===== config.mk =====
export PLATFORM = sky130hd
export DESIGN_NAME = senone_serial_link
export DESIGN_NICKNAME = d
export VERILOG_FILES = /design/src/rtl/senone_serial_link.sv
export SDC_FILE = /design/constraint.sdc
export NUM_CORES = 1
export LEC_CHECK = 0
export ABC_AREA = 1
export BUFFER_PORTS_ARGS = -buffer_cell sky130_fd_sc_hd__buf_4
export CORE_MARGIN = 3
export CORE_UTILIZATION = 40
export CTS_CLUSTER_DIAMETER = 100
export DETAILED_ROUTE_END_ITERATION = 10
export GPL_ROUTABILITY_DRIVEN = 0
export GPL_TIMING_DRIVEN = 0
export SYNTH_ARGS = -nofsm -noshare
export SYNTH_HDL_FRONTEND = slang
export SYNTH_SLANG_ARGS = --single-unit

===== constraint.sdc =====
create_clock -name clk -period 1.5 [get_ports clk]
set_input_delay 0.15 -clock clk [delete_from_list [all_inputs] [get_ports clk]]
set_output_delay 0.15 -clock clk [all_outputs]
set_load 0.01 [all_outputs]

===== src/rtl/senone_serial_link.sv =====
// rtl/senone_serial_link.sv - SRAM-to-UART senone streamer with an independent UART word receiver
// Sender FSM feeds a 20-bit (two 8N1 frames) TX shifter; RX assembles byte pairs into rx_nums slots.
module senone_serial_link #(
  parameter int          N_SENONES    = 5,
  parameter logic [20:0] BASE_ADDR    = 21'd0,
  parameter int          CLKS_PER_BIT = 100,
  parameter int          N_RX_NUMS    = 10
) (
  input  logic                      clk,
  input  logic                      reset,
  input  logic                      start_send,
  output logic                      send_done,
  output logic [20:0]               sram_addr,
  output logic                      read_data,
  input  logic                      sram_ready,
  input  logic signed [15:0]        data_in,
  output logic                      tx,
  input  logic                      rx,
  output logic [16*N_RX_NUMS-1:0]   rx_nums,
  output logic                      rx_available
);

  localparam int IW = (N_SENONES > 1) ? $clog2(N_SENONES) : 1;
  localparam int KW = (N_RX_NUMS > 1) ? $clog2(N_RX_NUMS) : 1;
  localparam int CW = (CLKS_PER_BIT > 2) ? $clog2(CLKS_PER_BIT) : 2;
  localparam logic [IW-1:0] IDX_LAST  = IW'(N_SENONES - 1);
  localparam logic [KW-1:0] K_LAST    = KW'(N_RX_NUMS - 1);
  localparam logic [CW-1:0] BIT_LAST  = CW'(CLKS_PER_BIT - 1);
  localparam logic [CW-1:0] HALF_LAST = CW'(CLKS_PER_BIT / 2 - 1);

  // ---------------- sender FSM ----------------
  typedef enum logic [2:0] {S_IDLE, S_REQ, S_WAIT, S_SEND, S_DONE} snd_state_e;

  snd_state_e      snd_state_q, snd_state_d;
  logic [IW-1:0]   idx_q, idx_d;
  logic [15:0]     word_q, word_d;
  logic            tx_start;
  logic            tx_ready;

  always_ff @(posedge clk) begin
    if (reset) begin
      snd_state_q <= S_IDLE;
      idx_q       <= '0;
      word_q      <= '0;
    end else begin
      snd_state_q <= snd_state_d;
      idx_q       <= idx_d;
      word_q      <= word_d;
    end
  end

  always_comb begin
    snd_state_d = snd_state_q;
    idx_d       = idx_q;
    word_d      = word_q;
    tx_start    = 1'b0;
    case (snd_state_q)
      S_IDLE: begin
        if (start_send) begin
          idx_d       = '0;
          snd_state_d = S_REQ;
        end
      end
      S_REQ: begin
        if (sram_ready) begin
          word_d      = data_in;
          snd_state_d = S_WAIT;
        end
      end
      S_WAIT: begin
        if (tx_ready) begin
          tx_start    = 1'b1;
          snd_state_d = S_SEND;
        end
      end
      S_SEND: begin
        // The serializer is already busy on the first SEND cycle, so ready here means the word is out.
        if (tx_ready) begin
          if (idx_q == IDX_LAST) begin
            snd_state_d = S_DONE;
          end else begin
            idx_d       = idx_q + 1'b1;
            snd_state_d = S_REQ;
          end
        end
      end
      S_DONE: snd_state_d = S_IDLE;
      default: snd_state_d = S_IDLE;
    endcase
  end

  assign read_data = (snd_state_q == S_REQ);
  assign send_done = (snd_state_q == S_DONE);
  assign sram_addr = BASE_ADDR + {{(21-IW){1'b0}}, idx_q};

  // ---------------- TX serializer ----------------
  typedef enum logic {TX_IDLE, TX_BUSY} tx_state_e;

  tx_state_e       tx_state_q, tx_state_d;
  logic [CW-1:0]   tx_cnt_q, tx_cnt_d;
  logic [4:0]      tx_bit_q, tx_bit_d;
  logic [19:0]     tx_shift_q, tx_shift_d;
  logic            tx_q, tx_d;

  always_ff @(posedge clk) begin
    if (reset) begin
      tx_state_q <= TX_IDLE;
      tx_cnt_q   <= '0;
      tx_bit_q   <= '0;
      tx_shift_q <= '1;
      tx_q       <= 1'b1;
    end else begin
      tx_state_q <= tx_state_d;
      tx_cnt_q   <= tx_cnt_d;
      tx_bit_q   <= tx_bit_d;
      tx_shift_q <= tx_shift_d;
      tx_q       <= tx_d;
    end
  end

  assign tx_ready = (tx_state_q == TX_IDLE);

  always_comb begin
    tx_state_d = tx_state_q;
    tx_cnt_d   = tx_cnt_q;
    tx_bit_d   = tx_bit_q;
    tx_shift_d = tx_shift_q;
    case (tx_state_q)
      TX_IDLE: begin
        if (tx_start) begin
          // Two frames sent LSB first from bit 0: MSB byte frame, then LSB byte frame.
          tx_shift_d = {1'b1, word_q[7:0], 1'b0, 1'b1, word_q[15:8], 1'b0};
          tx_cnt_d   = '0;
          tx_bit_d   = '0;
          tx_state_d = TX_BUSY;
        end
      end
      TX_BUSY: begin
        if (tx_cnt_q == BIT_LAST) begin
          tx_cnt_d = '0;
          if (tx_bit_q == 5'd19) begin
            tx_state_d = TX_IDLE;
          end else begin
            tx_bit_d   = tx_bit_q + 5'd1;
            tx_shift_d = {1'b1, tx_shift_q[19:1]};
          end
        end else begin
          tx_cnt_d = tx_cnt_q + 1'b1;
        end
      end
      default: tx_state_d = TX_IDLE;
    endcase
    tx_d = (tx_state_d == TX_BUSY) ? tx_shift_d[0] : 1'b1;
  end

  assign tx = tx_q;

  // ---------------- RX deserializer and word assembly ----------------
  typedef enum logic [1:0] {R_IDLE, R_START, R_DATA, R_STOP} rx_state_e;

  logic                     rx_s1_q, rx_s2_q, rx_s3_q;
  rx_state_e                rx_state_q, rx_state_d;
  logic [CW-1:0]            rx_cnt_q, rx_cnt_d;
  logic [2:0]               rx_bit_q, rx_bit_d;
  logic [7:0]               rx_shift_q, rx_shift_d;
  logic [7:0]               rx_msb_q, rx_msb_d;
  logic                     rx_half_q, rx_half_d;
  logic [KW-1:0]            rx_k_q, rx_k_d;
  logic [16*N_RX_NUMS-1:0]  rx_nums_q, rx_nums_d;
  logic                     rx_avail_q, rx_avail_d;

  always_ff @(posedge clk) begin
    if (reset) begin
      rx_s1_q    <= 1'b1;
      rx_s2_q    <= 1'b1;
      rx_s3_q    <= 1'b1;
      rx_state_q <= R_IDLE;
      rx_cnt_q   <= '0;
      rx_bit_q   <= '0;
      rx_shift_q <= '0;
      rx_msb_q   <= '0;
      rx_half_q  <= 1'b0;
      rx_k_q     <= '0;
      rx_nums_q  <= '0;
      rx_avail_q <= 1'b0;
    end else begin
      rx_s1_q    <= rx;
      rx_s2_q    <= rx_s1_q;
      rx_s3_q    <= rx_s2_q;
      rx_state_q <= rx_state_d;
      rx_cnt_q   <= rx_cnt_d;
      rx_bit_q   <= rx_bit_d;
      rx_shift_q <= rx_shift_d;
      rx_msb_q   <= rx_msb_d;
      rx_half_q  <= rx_half_d;
      rx_k_q     <= rx_k_d;
      rx_nums_q  <= rx_nums_d;
      rx_avail_q <= rx_avail_d;
    end
  end

  always_comb begin
    rx_state_d = rx_state_q;
    rx_cnt_d   = rx_cnt_q;
    rx_bit_d   = rx_bit_q;
    rx_shift_d = rx_shift_q;
    rx_msb_d   = rx_msb_q;
    rx_half_d  = rx_half_q;
    rx_k_d     = rx_k_q;
    rx_nums_d  = rx_nums_q;
    rx_avail_d = 1'b0;
    case (rx_state_q)
      R_IDLE: begin
        rx_cnt_d = '0;
        if (rx_s3_q && !rx_s2_q) rx_state_d = R_START;
      end
      R_START: begin
        if (rx_cnt_q == HALF_LAST) begin
          rx_cnt_d   = '0;
          rx_bit_d   = '0;
          rx_state_d = rx_s2_q ? R_IDLE : R_DATA;
        end else begin
          rx_cnt_d = rx_cnt_q + 1'b1;
        end
      end
      R_DATA: begin
        if (rx_cnt_q == BIT_LAST) begin
          rx_cnt_d   = '0;
          rx_shift_d = {rx_s2_q, rx_shift_q[7:1]};
          if (rx_bit_q == 3'd7) rx_state_d = R_STOP;
          else                  rx_bit_d   = rx_bit_q + 3'd1;
        end else begin
          rx_cnt_d = rx_cnt_q + 1'b1;
        end
      end
      R_STOP: begin
        if (rx_cnt_q == BIT_LAST) begin
          rx_cnt_d   = '0;
          rx_state_d = R_IDLE;
          if (!rx_s2_q) begin
            // Framing error: drop the byte and resynchronise pairing on the next MSB.
            rx_half_d = 1'b0;
          end else if (!rx_half_q) begin
            rx_msb_d  = rx_shift_q;
            rx_half_d = 1'b1;
          end else begin
            rx_half_d = 1'b0;
            for (int s = 0; s < N_RX_NUMS; s++) begin
              if (rx_k_q == KW'(s)) rx_nums_d[16*s +: 16] = {rx_msb_q, rx_shift_q};
            end
            if (rx_k_q == K_LAST) begin
              rx_k_d     = '0;
              rx_avail_d = 1'b1;
            end else begin
              rx_k_d = rx_k_q + 1'b1;
            end
          end
        end else begin
          rx_cnt_d = rx_cnt_q + 1'b1;
        end
      end
      default: rx_state_d = R_IDLE;
    endcase
  end

  assign rx_nums      = rx_nums_q;
  assign rx_available = rx_avail_q;

endmodule


==> results.py <==
metrics = {
    "sta": {
        "finalSetupTns_ns": -26.12,
        "worst_slew_pin_slew_ns": 1.108,
        "hold_violations": 0,
        "fin_crit_sh_pct": 114.3,
        "fin_worst_skew_ns": 0.01548,
        "setup_viol": 178,
        "relSlewSlack_pct": 26.12,
        "whs_ns": 0.1318,
        "fin_crit_ns": 1.715,
        "setup_ws_ns": -0.2152,
        "finalMaxSlewViolations": 0,
        "fmax_mhz": 583.0,
        "rsz0062_at_grt": "true",
    },
    "floorplan": {
        "pin_count": 206,
        "rows": 58,
        "chipHeight_um": 168.7,
        "fp.coreArea_um2": 25620,
        "dieArea_um2": 28460,
        "fp.dieW_um": 168.7,
        "initial_core_util_pct": 41.34,
    },
    "drt": {
        "viasPerCell": 5.402,
        "drc": 0,
        "firstDrtPassIters": 7,
        "vias": 10710,
        "routed_wl_um": 36190,
        "ant_nets": 0,
        "drt_iter0_drc": 849,
        "wl_per_cell_um": 18.26,
    },
    "pwr": {
        "p_leak_nw": 6.163,
        "switching_share_pct": 24.99,
        "p_comb_share_pct": 10.1,
        "power_frac_seq_pct": 46.5,
        "power_frac_clock_pct": 43.4,
        "internal-power_w": 0.01165,
        "power.density_nw_per_um2": 976.6,
        "switching_power_w": 0.003882,
        "peakVddDrop_mv": 1.049,
    },
    "clocking": {
        "cts_tree": "built",
        "cts.sinks": 253,
        "cts_buffers": 29,
        "path_clk_slew_ns": 0.06,
        "clock_path_buffers": 3,
        "clk_latency_ns": 0.54,
        "cts_root_buf": "clkbuf_16",
        "h-tree-depth": 1,
    },
    "critical_path": {
        "cpMaxStageDelayCell": "dfxtp_4",
        "crit_buf_inv": 3,
        "rrSetupSlack_ns": -0.22,
        "crit_family": "simple AND/OR/NAND/NOR gates",
        "critPathMaxFanout": 5,
        "path_cells": "ha_4 > nand2_2 > inv_2 > nand3_4 > buf_4 > nor2_4 > nand3_4 > buf_6 > nand2_2 > a21oi_1",
        "end_kind": "flip-flop",
        "cp_data_required_time_ns": 1.90,
        "cp_slowest_stage_delay_ns": 0.36,
        "crit_arrival_ns": 2.11,
        "critical_path_class": "flip-flop to flip-flop",
        "startpoint_type": "flip-flop",
    },
    "cells_and_area": {
        "finish.instance_area_um2": 15910,
        "n_fill_cell": 2174,
        "area_delta_synth_final_pct": 50.19,
        "final_util_pct": 62.09,
        "fin_cells": 1982,
        "num-nets-final": 1664,
        "diodes": 0,
        "drive_gt1_share_pct": 45.40,
    },
    "synth": {
        "syn_area_um2": 10590,
        "synthArstFlopShare_pct": 0,
        "yosys_warnings": 0,
        "ys.flop_type": "dfxtp_1",
        "ys_ff_latch": 253,
        "syn_inst": 1325,
        "synth.distinct_cells": 35,
        "syn_area_per_cell_um2": 7.993,
        "synth_seq_area_share_pct": 47.83,
        "synth_edf_count": 0,
    },
    "placement": {
        "hpwlAfterDp_um": 22930,
        "io_buffers": 186,
        "dp.cells": 1858,
        "placed_area_um2": 12510,
    },
    "global_route": {
        "grt_use_total_pct": 23.79,
        "grt-ovfl-total": 0,
        "grt_pass1_wl_um": 54730,
        "grt_pass1_vias": 9951,
        "antenna_found_initial": 0,
        "grt_max_degree": 14,
    },
    "min_path": {
        "min_path_type": "input port to flip-flop",
    },
    "run_status": {
        "outcome": "complete, but fails checks",
        "failed_checks": "setup timing",
    },
    "flow_run": {
        "max_cap_viol_count": 0,
    },
}
==> Yosys cell counts (all sizes together), types with 8 or more instances <==
cell type / count / area, µm²
nand3: 49 / 352.8
o21ai: 28 / 140.1
nor2: 87 / 475.5
buf: 87 / 608.1
nand4: 179 / 1120
xor2: 8 / 70.07
clkbuf: 40 / 150.1
ha: 8 / 100.1
dfxtp: 253 / 5065
inv: 46 / 175.2
nand2: 323 / 1217
a21oi: 200 / 1001
==> state kept, by name, indices dropped and copies added, names as in the netlist, 3 cells and up, named ones only <==
| signal | flops |
|---|---|
| idx_q | 3 |
| tx_bit_q | 5 |
| rx_k_q | 4 |
| rx_msb_q | 8 |
| tx_cnt_q | 7 |
| tx_shift_q | 20 |
| rx_bit_q | 3 |
| rx_nums | 160 |
| rx_shift_q | 8 |
| rx_cnt_q | 7 |
| snd_state_q | 3 |
| word_q | 16 |
==> logic make-up after synthesis <==
family	share of synthesized area, %
AOI/OAI and AO/OA	11.09
xor gates and xnor gates	0.8271
adders and majority gates	0.9452
buffers and inverters	8.896
DFF	47.83
other	0.03541
and+or+nand+nor	30.38
==> worst paths after layout <==
path	startpoint	to	cells past startpoint
worst max-delay path	rx_cnt_q[0]$_SDFF_PP0_	rx_nums[43]$_SDFFE_PP0P_	10
worst min register to register	rx_s1_q$_SDFF_PP1_	rx_s2_q$_SDFF_PP1_	1
worst min-delay path	sram_ready	snd_state_q[0]$_SDFFE_PP0P_	6
worst max register to register	rx_cnt_q[0]$_SDFF_PP0_	rx_nums[43]$_SDFFE_PP0P_	10
==> layout make-up <==
type                    count  area [µm²]  area share [%]
flip-flops and latches    253        5090           32.00
well taps                 330       412.9           2.596
inverters                  47       216.5           1.361
clock inverters             8       68.82          0.4327
multi-input cells         916        6171           38.80
clock buffers              40       837.1           5.263
plain buffers             126       895.9           5.632
repair buffers            262        2213           13.92
==> layer usage <==
layer  vias up  part of all wire (%)  GRT usage, %
li1       5149                     -             -
met4         0                   3.6         7.364
met3        92                   5.9         3.106
met1      5076                    44         32.43
met5         -                     0             0
met2       390                    47         39.40
==> power by group through the flow <==
stage | Sequential, W | Combinational, W | Clock (W)
6_report | 0.00723 | 0.00157 | 0.00673
5_1_grt | 0.00726 | 0.00177 | 0.00711
4_1_cts | 0.00720 | 0.00136 | 0.00683
3_5_place_dp | 0.00734 | 0.00120 | 0
3_3_place_gp | 0.00734 | 0.00117 | 0
2_1_floorplan | 0.00731 | 0.000868 | 0
==> placed cells by master, fill, tap and decap left out, types with 4 or more instances in the layout <==
cell	count
conb_1	18
nand2_4	83
dfxtp_4	5
o21ai_2	4
buf_2	29
nand4_1	179
clkbuf_4	6
buf_8	11
ha_1	5
dfxtp_1	243
nor2_2	9
inv_2	8
o21ai_0	23
clkbuf_1	36
clkbuf_16	29
xor2_1	8
clkbuf_8	7
a21oi_1	75
dfxtp_2	5
nor2_8	7
clkbuf_2	4
nand2_1	161
buf_6	51
buf_4	232
nand3_4	13
nor2_4	11
nor2_1	60
nand2_2	79
buf_12	5
inv_1	34
a21oi_2	125
nand3_1	31
nand3_2	5
dlygate4sd3_1	17
clkinv_2	6
==> metrics by stage <==
stage | worst slack (ns) | power, W
2_1_floorplan | -0.03276 | 0.008177
3_3_place_gp | -0.5764 | 0.008508
3_5_place_dp | -0.6327 | 0.008538
4_1_cts | -0.2129 | 0.01540
5_1_grt | -0.2750 | 0.01614
6_report | -0.2152 | 0.01553
==> worst register-to-register path: cells and delay by family (launching register included) <==
family	cells	cell delay, ns
compound gates	1	0.06
buf+inv	3	0.42
flops	1	0.36
fa+ha+maj	1	0.13
simple gates	5	0.60
==> timing repair <==
item / 4_1_cts / 5_1_grt
pin swaps: 58 / 63
gates cloned: 12 / 1
setup endpoints to repair: 228 / 235
gates resized for setup: 300 / 242
hold buffers: 17 / 0
hold endpoints to repair: 17 / 0
buffers inserted: 41 / 8
Power figures use the tool's default switching activity.
